<file path="config.mk">
export PLATFORM = sky130hd
export DESIGN_NAME = sram_port_arbiter
export DESIGN_NICKNAME = d
export VERILOG_FILES = /design/src/rtl/sram_port_arbiter_pkg.sv /design/src/rtl/sram_port_arbiter_req_hold.sv /design/src/rtl/sram_port_arbiter.sv
export SDC_FILE = /design/constraint.sdc
export NUM_CORES = 1
export LEC_CHECK = 0
export BUFFER_PORTS_ARGS = -buffer_cell sky130_fd_sc_hd__buf_2
export CORE_ASPECT_RATIO = 1.5
export CORE_MARGIN = 5
export CORE_UTILIZATION = 41
export DETAILED_ROUTE_END_ITERATION = 16
export PLACE_DENSITY = 0.8
export RECOVER_POWER = 100
export SLEW_MARGIN = 15
export SYNTH_ARGS = -nofsm -noshare
export SYNTH_HDL_FRONTEND = slang
export SYNTH_SLANG_ARGS = --single-unit
</file>
<file path="constraint.sdc">
create_clock -name clk -period 1.4 [get_ports clk]
set_input_delay 0.21 -clock clk [delete_from_list [all_inputs] [get_ports clk]]
set_output_delay 0.21 -clock clk [all_outputs]
set_load 0.02 [all_outputs]
</file>
<file path="src/rtl/sram_port_arbiter_pkg.sv">
// Shared types for the dual-port SRAM arbiter: FSM encoding and the
// pended request bundle.
package sram_port_arbiter_pkg;

   typedef enum logic [1:0] {
      ARB_IDLE   = 2'd0,
      ARB_PEND_I = 2'd1,
      ARB_DRAIN  = 2'd2
   } arb_state_e;

   // {vld, wen, addr, wdata}: the valid bit marks a live pended request
   localparam int SRAM_REQ_WD = 69;

   typedef struct packed {
      logic        vld;
      logic [3:0]  wen;
      logic [31:0] addr;
      logic [31:0] wdata;
   } sram_req_t;

   // A request with no byte enables is a read and returns data next cycle
   function automatic logic is_read(input logic [3:0] wen);
      return (wen == 4'b0000);
   endfunction

endpackage

</file>
<file path="src/rtl/sram_port_arbiter_req_hold.sv">
// Holding register for the instruction request deferred by a conflict.
// Load has priority over clear; both are synchronous, reset is async.
module sram_req_hold
   import sram_port_arbiter_pkg::*;
(
   input  logic      clk,
   input  logic      resetn,
   input  logic      load_i,
   input  logic      clear_i,
   input  sram_req_t req_i,
   output sram_req_t req_o
);

   sram_req_t req_q;

   // Capture the request on load, drop it once it has been issued
   always_ff @(posedge clk or negedge resetn) begin
      if (!resetn) begin
         req_q <= '0;
      end else if (load_i) begin
         req_q <= req_i;
      end else if (clear_i) begin
         req_q <= '0;
      end
   end

   assign req_o = req_q;

endmodule

</file>
<file path="src/rtl/sram_port_arbiter.sv">
// Arbiter that serves the core's inst/data SRAM ports from one single-port
// synchronous RAM (1-cycle read latency). Same-cycle conflicts issue the
// data access first, defer the inst access by one cycle and stall the core.
// Optional build macro SRAM_ARB_PERF_EN adds a saturating conflict counter.
module sram_port_arbiter
   import sram_port_arbiter_pkg::*;
#(
   parameter int ADDR_W = 32,
   parameter int DATA_W = 32,
   parameter int MEM_AW = 16
) (
   input  logic                clk,
   input  logic                resetn,
   input  logic                inst_sram_en,
   input  logic [DATA_W/8-1:0] inst_sram_wen,
   input  logic [ADDR_W-1:0]   inst_sram_addr,
   input  logic [DATA_W-1:0]   inst_sram_wdata,
   output logic [DATA_W-1:0]   inst_sram_rdata,
   input  logic                data_sram_en,
   input  logic [DATA_W/8-1:0] data_sram_wen,
   input  logic [ADDR_W-1:0]   data_sram_addr,
   input  logic [DATA_W-1:0]   data_sram_wdata,
   output logic [DATA_W-1:0]   data_sram_rdata,
   output logic                stallreq_from_outside,
   output logic                mem_en,
   output logic [DATA_W/8-1:0] mem_wen,
   output logic [MEM_AW-1:0]   mem_addr,
   output logic [DATA_W-1:0]   mem_wdata,
   input  logic [DATA_W-1:0]   mem_rdata
`ifdef SRAM_ARB_PERF_EN
   ,
   output logic [31:0]         conflict_cnt
`endif
);

   arb_state_e        state_q, state_d;
   sram_req_t         pend_in, pend_q;
   logic              conflict;
   logic              sel_i_q, sel_i_d, sel_d_q, sel_d_d;
   logic [DATA_W-1:0] i_hold_q, i_hold_d, d_hold_q, d_hold_d;
   logic              unused_addr_bits;

   // Both ports asking while the memory is free to take new requests
   assign conflict = (state_q != ARB_PEND_I) && inst_sram_en && data_sram_en;

   assign pend_in = '{vld: 1'b1, wen: inst_sram_wen, addr: inst_sram_addr,
                      wdata: inst_sram_wdata};

   sram_req_hold u_pend (
      .clk     (clk),
      .resetn  (resetn),
      .load_i  (conflict),
      .clear_i (state_q == ARB_PEND_I),
      .req_i   (pend_in),
      .req_o   (pend_q)
   );

   // FSM state register
   always_ff @(posedge clk or negedge resetn) begin
      if (!resetn) begin
         state_q <= ARB_IDLE;
      end else begin
         state_q <= state_d;
      end
   end

   // FSM next state: PEND_I always drains; IDLE and DRAIN accept new work
   always_comb begin
      state_d = ARB_IDLE;
      case (state_q)
         ARB_PEND_I: state_d = ARB_DRAIN;
         default:    state_d = conflict ? ARB_PEND_I : ARB_IDLE;
      endcase
   end

   // FSM outputs: memory request mux and stall; reset forces both quiet
   always_comb begin
      mem_en                = 1'b0;
      mem_wen               = '0;
      mem_addr              = '0;
      mem_wdata             = '0;
      stallreq_from_outside = 1'b0;
      case (state_q)
         ARB_PEND_I: begin
            mem_en                = pend_q.vld;
            mem_wen               = pend_q.wen;
            mem_addr              = pend_q.addr[MEM_AW+1:2];
            mem_wdata             = pend_q.wdata;
            stallreq_from_outside = 1'b1;
         end
         default: begin
            if (data_sram_en) begin
               mem_en                = 1'b1;
               mem_wen               = data_sram_wen;
               mem_addr              = data_sram_addr[MEM_AW+1:2];
               mem_wdata             = data_sram_wdata;
               stallreq_from_outside = inst_sram_en;
            end else if (inst_sram_en) begin
               mem_en    = 1'b1;
               mem_wen   = inst_sram_wen;
               mem_addr  = inst_sram_addr[MEM_AW+1:2];
               mem_wdata = inst_sram_wdata;
            end
         end
      endcase
      if (!resetn) begin
         mem_en                = 1'b0;
         stallreq_from_outside = 1'b0;
      end
   end

   // Which port owns next cycle's mem_rdata (reads only; writes return nothing)
   always_comb begin
      sel_i_d = 1'b0;
      sel_d_d = 1'b0;
      if (state_q == ARB_PEND_I) begin
         sel_i_d = pend_q.vld && is_read(pend_q.wen);
      end else begin
         sel_i_d = inst_sram_en && !data_sram_en && is_read(inst_sram_wen);
         sel_d_d = data_sram_en && is_read(data_sram_wen);
      end
   end

   // Hold value including this cycle's capture, so rdata is live and stable
   assign i_hold_d        = sel_i_q ? mem_rdata : i_hold_q;
   assign d_hold_d        = sel_d_q ? mem_rdata : d_hold_q;
   assign inst_sram_rdata = i_hold_d;
   assign data_sram_rdata = d_hold_d;

   // Read-owner flags and per-port hold registers
   always_ff @(posedge clk or negedge resetn) begin
      if (!resetn) begin
         sel_i_q  <= 1'b0;
         sel_d_q  <= 1'b0;
         i_hold_q <= '0;
         d_hold_q <= '0;
      end else begin
         sel_i_q  <= sel_i_d;
         sel_d_q  <= sel_d_d;
         i_hold_q <= i_hold_d;
         d_hold_q <= d_hold_d;
      end
   end

   // Byte-offset and above-window address bits are deliberately ignored
   assign unused_addr_bits = ^{data_sram_addr[ADDR_W-1:MEM_AW+2], data_sram_addr[1:0],
                               pend_q.addr[31:MEM_AW+2], pend_q.addr[1:0]};

`ifdef SRAM_ARB_PERF_EN
   logic [31:0] conflict_cnt_q;

   // Count entries into PEND_I, saturating at all-ones
   always_ff @(posedge clk or negedge resetn) begin
      if (!resetn) begin
         conflict_cnt_q <= '0;
      end else if (conflict && (conflict_cnt_q != 32'hFFFF_FFFF)) begin
         conflict_cnt_q <= conflict_cnt_q + 32'd1;
      end
   end

   assign conflict_cnt = conflict_cnt_q;
`endif

endmodule

</file>
# == Word level (Yosys, flattened, before mapping) ==
# Index checks and enable logic that the tools add are counted.
# word_totals
out_inout_bits,118
ff_bits,123
# classes
n_eq_ne,2
mux,24
reduce_logical,11
# op_table
op,count
two-way mux 32 bit,5
two-way mux 69 bit,2
two-way mux 16 bit,3
zero test 4 bit,3
two-way mux 4 bit,3
two-way mux 1 bit,10
logical AND 1 bit,6
equality test 2 x 1 -> 1 bit (second input constant),1
two-way mux 2 bit,1
inequality test 2 x 1 -> 1 bit (second input constant),1
nonzero test 2 bit,1
zero test 1 bit,1

# == Longest topological paths before layout ==
# depth
depth_word,5
mapped_depth,7
mapped_depth_nobuf,4

# == Modules after synthesis ==
# From an unflattened synthesis, not the netlist that was laid out.
# hier_totals
cells_unflattened,494
hier_area_um2,6349.8
# by_module_without_submodules
mod,seq_area_each_um2,area_per_inst_um2,cells_per_inst,instances
sram_port_arbiter,1701.6,3921.3,340,1
sram_req_hold,1726.7,2428.6,154,1

# == Worst setup path after synthesis ==
# No wires, ideal clock.
# synth_timing
path_type,flip-flop to output port
from,register state_q[1]
to,output port mem_addr[0]
path_stages_with_launch,8
slack_ns,-0.221
n_path_buf,3
t_arrival_ns,1.411
cell_sequence,dfrtp_1 > nand2b_4 > buf_6 > inv_2 > buf_4 > buf_4 > a21oi_1 > a21oi_1
# synth_between
elab_chain_cells,2
# synth_rtl
element,line_no,rtl
"start, declared",sram_port_arbiter.sv:36,"arb_state_e state_q, state_d;"
"start signal, assigned",sram_port_arbiter.sv:63,state_q <= state_d;
equality test 2 x 1 -> 1 bit,sram_port_arbiter.sv:83,case (state_q)
two-way mux 16 bit,sram_port_arbiter.sv:83,
"end, declared",sram_port_arbiter.sv:27,"output logic [MEM_AW-1:0] mem_addr,"
# No other way between the ends.

# == Final worst setup path ==
# layout_timing
from,register state_q[0]
to,output port mem_wdata[16]
# layout_between
elab_chain_cells,2
# layout_rtl
element,line_no,rtl
equality test 2 x 1 -> 1 bit,sram_port_arbiter.sv:83,
two-way mux 32 bit,sram_port_arbiter.sv:83,
"end, declared",sram_port_arbiter.sv:28,"output logic [DATA_W-1:0] mem_wdata,"
# No other way between the ends.

==> out/qor.yml <==
synth:
  netlist_instances: 504
  synth_seq_area_share_pct: 53.2
  synth.distinct_cells: 24
  synth_edf_count: 0
  syn-mean-instance-area_sq_um: 11.3
  synth_warnings: 0
  synth_nets: 676
  ys_ff_latch: 121
  netlist_area_sq_mm: 0.00569
  synth-main-ff-cell: "dfrtp_1"
  synth-async-reset-ratio_pct: 100
detailed_routing:
  drc: 0
  vias_per_cell: 5.48
  first_pass_iters: 5
  vias: 5274
  ant_nets: 0
  wl_per_cell_um: 20.1
  routed_wl_mm: 19.4
  initialDrtViolationCount: 233
timing:
  setup_viol: 171
  fmax_mhz: 550
  grt_setup_unrepaired: "true"
  setup_tns_ns: -52.31
  timing.final.ws_setup_ns: -0.418
  period_needed_ns: 1.82
  holdWs_ns: 0.0498
  worst_pin_slew_ns: 1.33
  finalHoldViolations: 0
  drv_slew: 0
  post-route-period-util_pct: 130
  skew_ns: 0.0103
  slew_headroom_pct: 11.6
outcome:
  failed_checks: "negative setup slack"
  outcome: "finished with violations"
cts:
  cts_max_level: 4
  cts_buffer_depth: 2
  path_clk_slew_ns: 0.05
  cts.sinks: 121
  clk_latency_ns: 0.40
  root_buffer: "clkbuf_16"
  numCtsBuffers: 17
  cts_tree: "yes"
placed_design:
  dp_hpwl_mm: 12.2
  gp_congestion: 0.781
  portBuffers: 257
  pre_cts_ws_ns: -0.157
pwr:
  ir_drop_mv: 0.601
  powerDensity_mw_per_mm2: 1560
  leakagePower_nw: 4.38
die:
  rows: 52
  core_area_sq_mm: 0.0135
  die_x_um: 106
  die-area_sq_mm: 0.0164
  die_h_um: 154
  start_util_pct: 42.0
  num_io_pins: 290
worst_setup_path:
  required_ns: 1.19
  crit_type: "reg -> out"
  crit_path_end_kind: "output pin"
  path_max_fanout: 10
  reg2reg_slack_ns: -0.23
  startpoint_type: "register"
  worstPathArrival_ns: 1.61
finish:
  antennaDiodeCount: 0
  drive_above_1_share_pct: 62.4
  nets: 960
  syn2layout_area_growth_pct: 64.2
hold_path:
  min_path_type: "in -> reg"
global_routing:
  antenna_found_initial: 1
  grt_pass1_wl_mm: 27.9
  grt_max_degree: 62
  grt_overflow_total: 0
  grt_pass1_vias: 5473
  grt_use_total_pct: 21.2
flow_run:
  cap_violations: 0
-- power breakdown --
group	switching (mW)	internal, mW	leakage, nW
Sequential	0.371	4.34	1.50
Combinational	2.81	2.85	2.61
Clock	1.53	2.66	0.269
-- path summary, 6_finish.rpt --
kind,startpoint,end,depth (start not counted)
setup / recovery,state_q[0],mem_wdata[16],6
hold / removal,inst_sram_wdata[14],u_pend.req_o[14],2
max in group asynchronous,resetn,i_hold_q[1],2
hold reg to reg,d_hold_q[2],d_hold_q[2],1
setup reg to reg,state_q[0],u_pend.req_o[4],4
min in group asynchronous,resetn,u_pend.req_o[67],2
-- logic make-up after synthesis --
group | Yosys count | synth area share (%)
compound gates | 152 | 17.7
simple gates | 118 | 11.5
flops | 121 | 53.2
mux | 64 | 12.7
buf+inv | 49 | 4.93
-- cells in the mapped netlist, types with 2 or more instances --
cell type / n / share of area (%)
a21oi_1: 91 / 8.0
a221oi_1: 7 / 1.1
a22o_1: 52 / 8.0
buf_2: 20 / 1.8
buf_4: 5 / 0.66
buf_6: 7 / 1.4
clkbuf_1: 15 / 0.99
dfrtp_1: 121 / 53
mux2_1: 64 / 13
nand3b_1: 45 / 5.9
nor2_1: 62 / 4.1
nor2b_1: 2 / 0.22
nor3_1: 2 / 0.18
-- state kept, by name, summed over array words and instances, names as in the netlist --
signal,count
sel_i_q,1
u_pend.req_o,53
i_hold_q,32
state_q,2
d_hold_q,32
sel_d_q,1
-- layout by cell type, fill, tap and decap left out, types with 28 or more instances in the layout --
cell      count
buf_2       149
dfrtp_1     119
buf_4        71
buf_6        65
a21oi_2      63
a22o_1       52
nand3b_1     45
mux2_4       37
nor2_2       32
a21oi_1      28
-- layer usage --
layer	vias to the layer above	track usage [%]	wire, um
met5	-	0	7
met4	2	8.02	546
met3	42	5.75	1250
met2	236	36.2	10200
met1	2580	25.3	7370
li1	2414	-	-
-- final cells by class --
cell class / count / area (sq um)
fillers: 1005 / 4190
clock buffers: 21 / 450
inverters: 1 / 11.3
clock inverters: 11 / 123
flip-flops and latches: 121 / 3030
repair buffers: 313 / 2530
multi-input cells: 334 / 2990
well taps: 162 / 203
-- what timing repair did --
action / in CTS / in global routing
endpoints found under the hold margin: 1 / 0
pin swaps: 7 / 4
resized for setup: 222 / 106
setup endpoints to repair: 171 / 171
gates cloned: 1 / 6
buffers inserted: 4 / 11
hold buffers: 2 / 0
-- worst max-delay path, stage by stage (launching register included) --
cell and delay [ns]:
dfrtp_1 0.39, nand2b_4 0.12, buf_12 0.17, buf_12 0.15, nor2_1 0.05, a21oi_2 0.15, buf_4 0.17
-- stage by stage --
step           power (mW)  instances  util, %  area [sq um]
2_1_floorplan        7.07        504        -          5950
3_3_place_gp         8.51        907     55.7          7540
3_5_place_dp         8.64        907     55.7          7540
4_1_cts              13.9        946     65.6          8880
5_1_grt              15.2        963     69.0          9340
6_report             14.6        963     69.0          9340
Power figures use the tool's default switching activity.
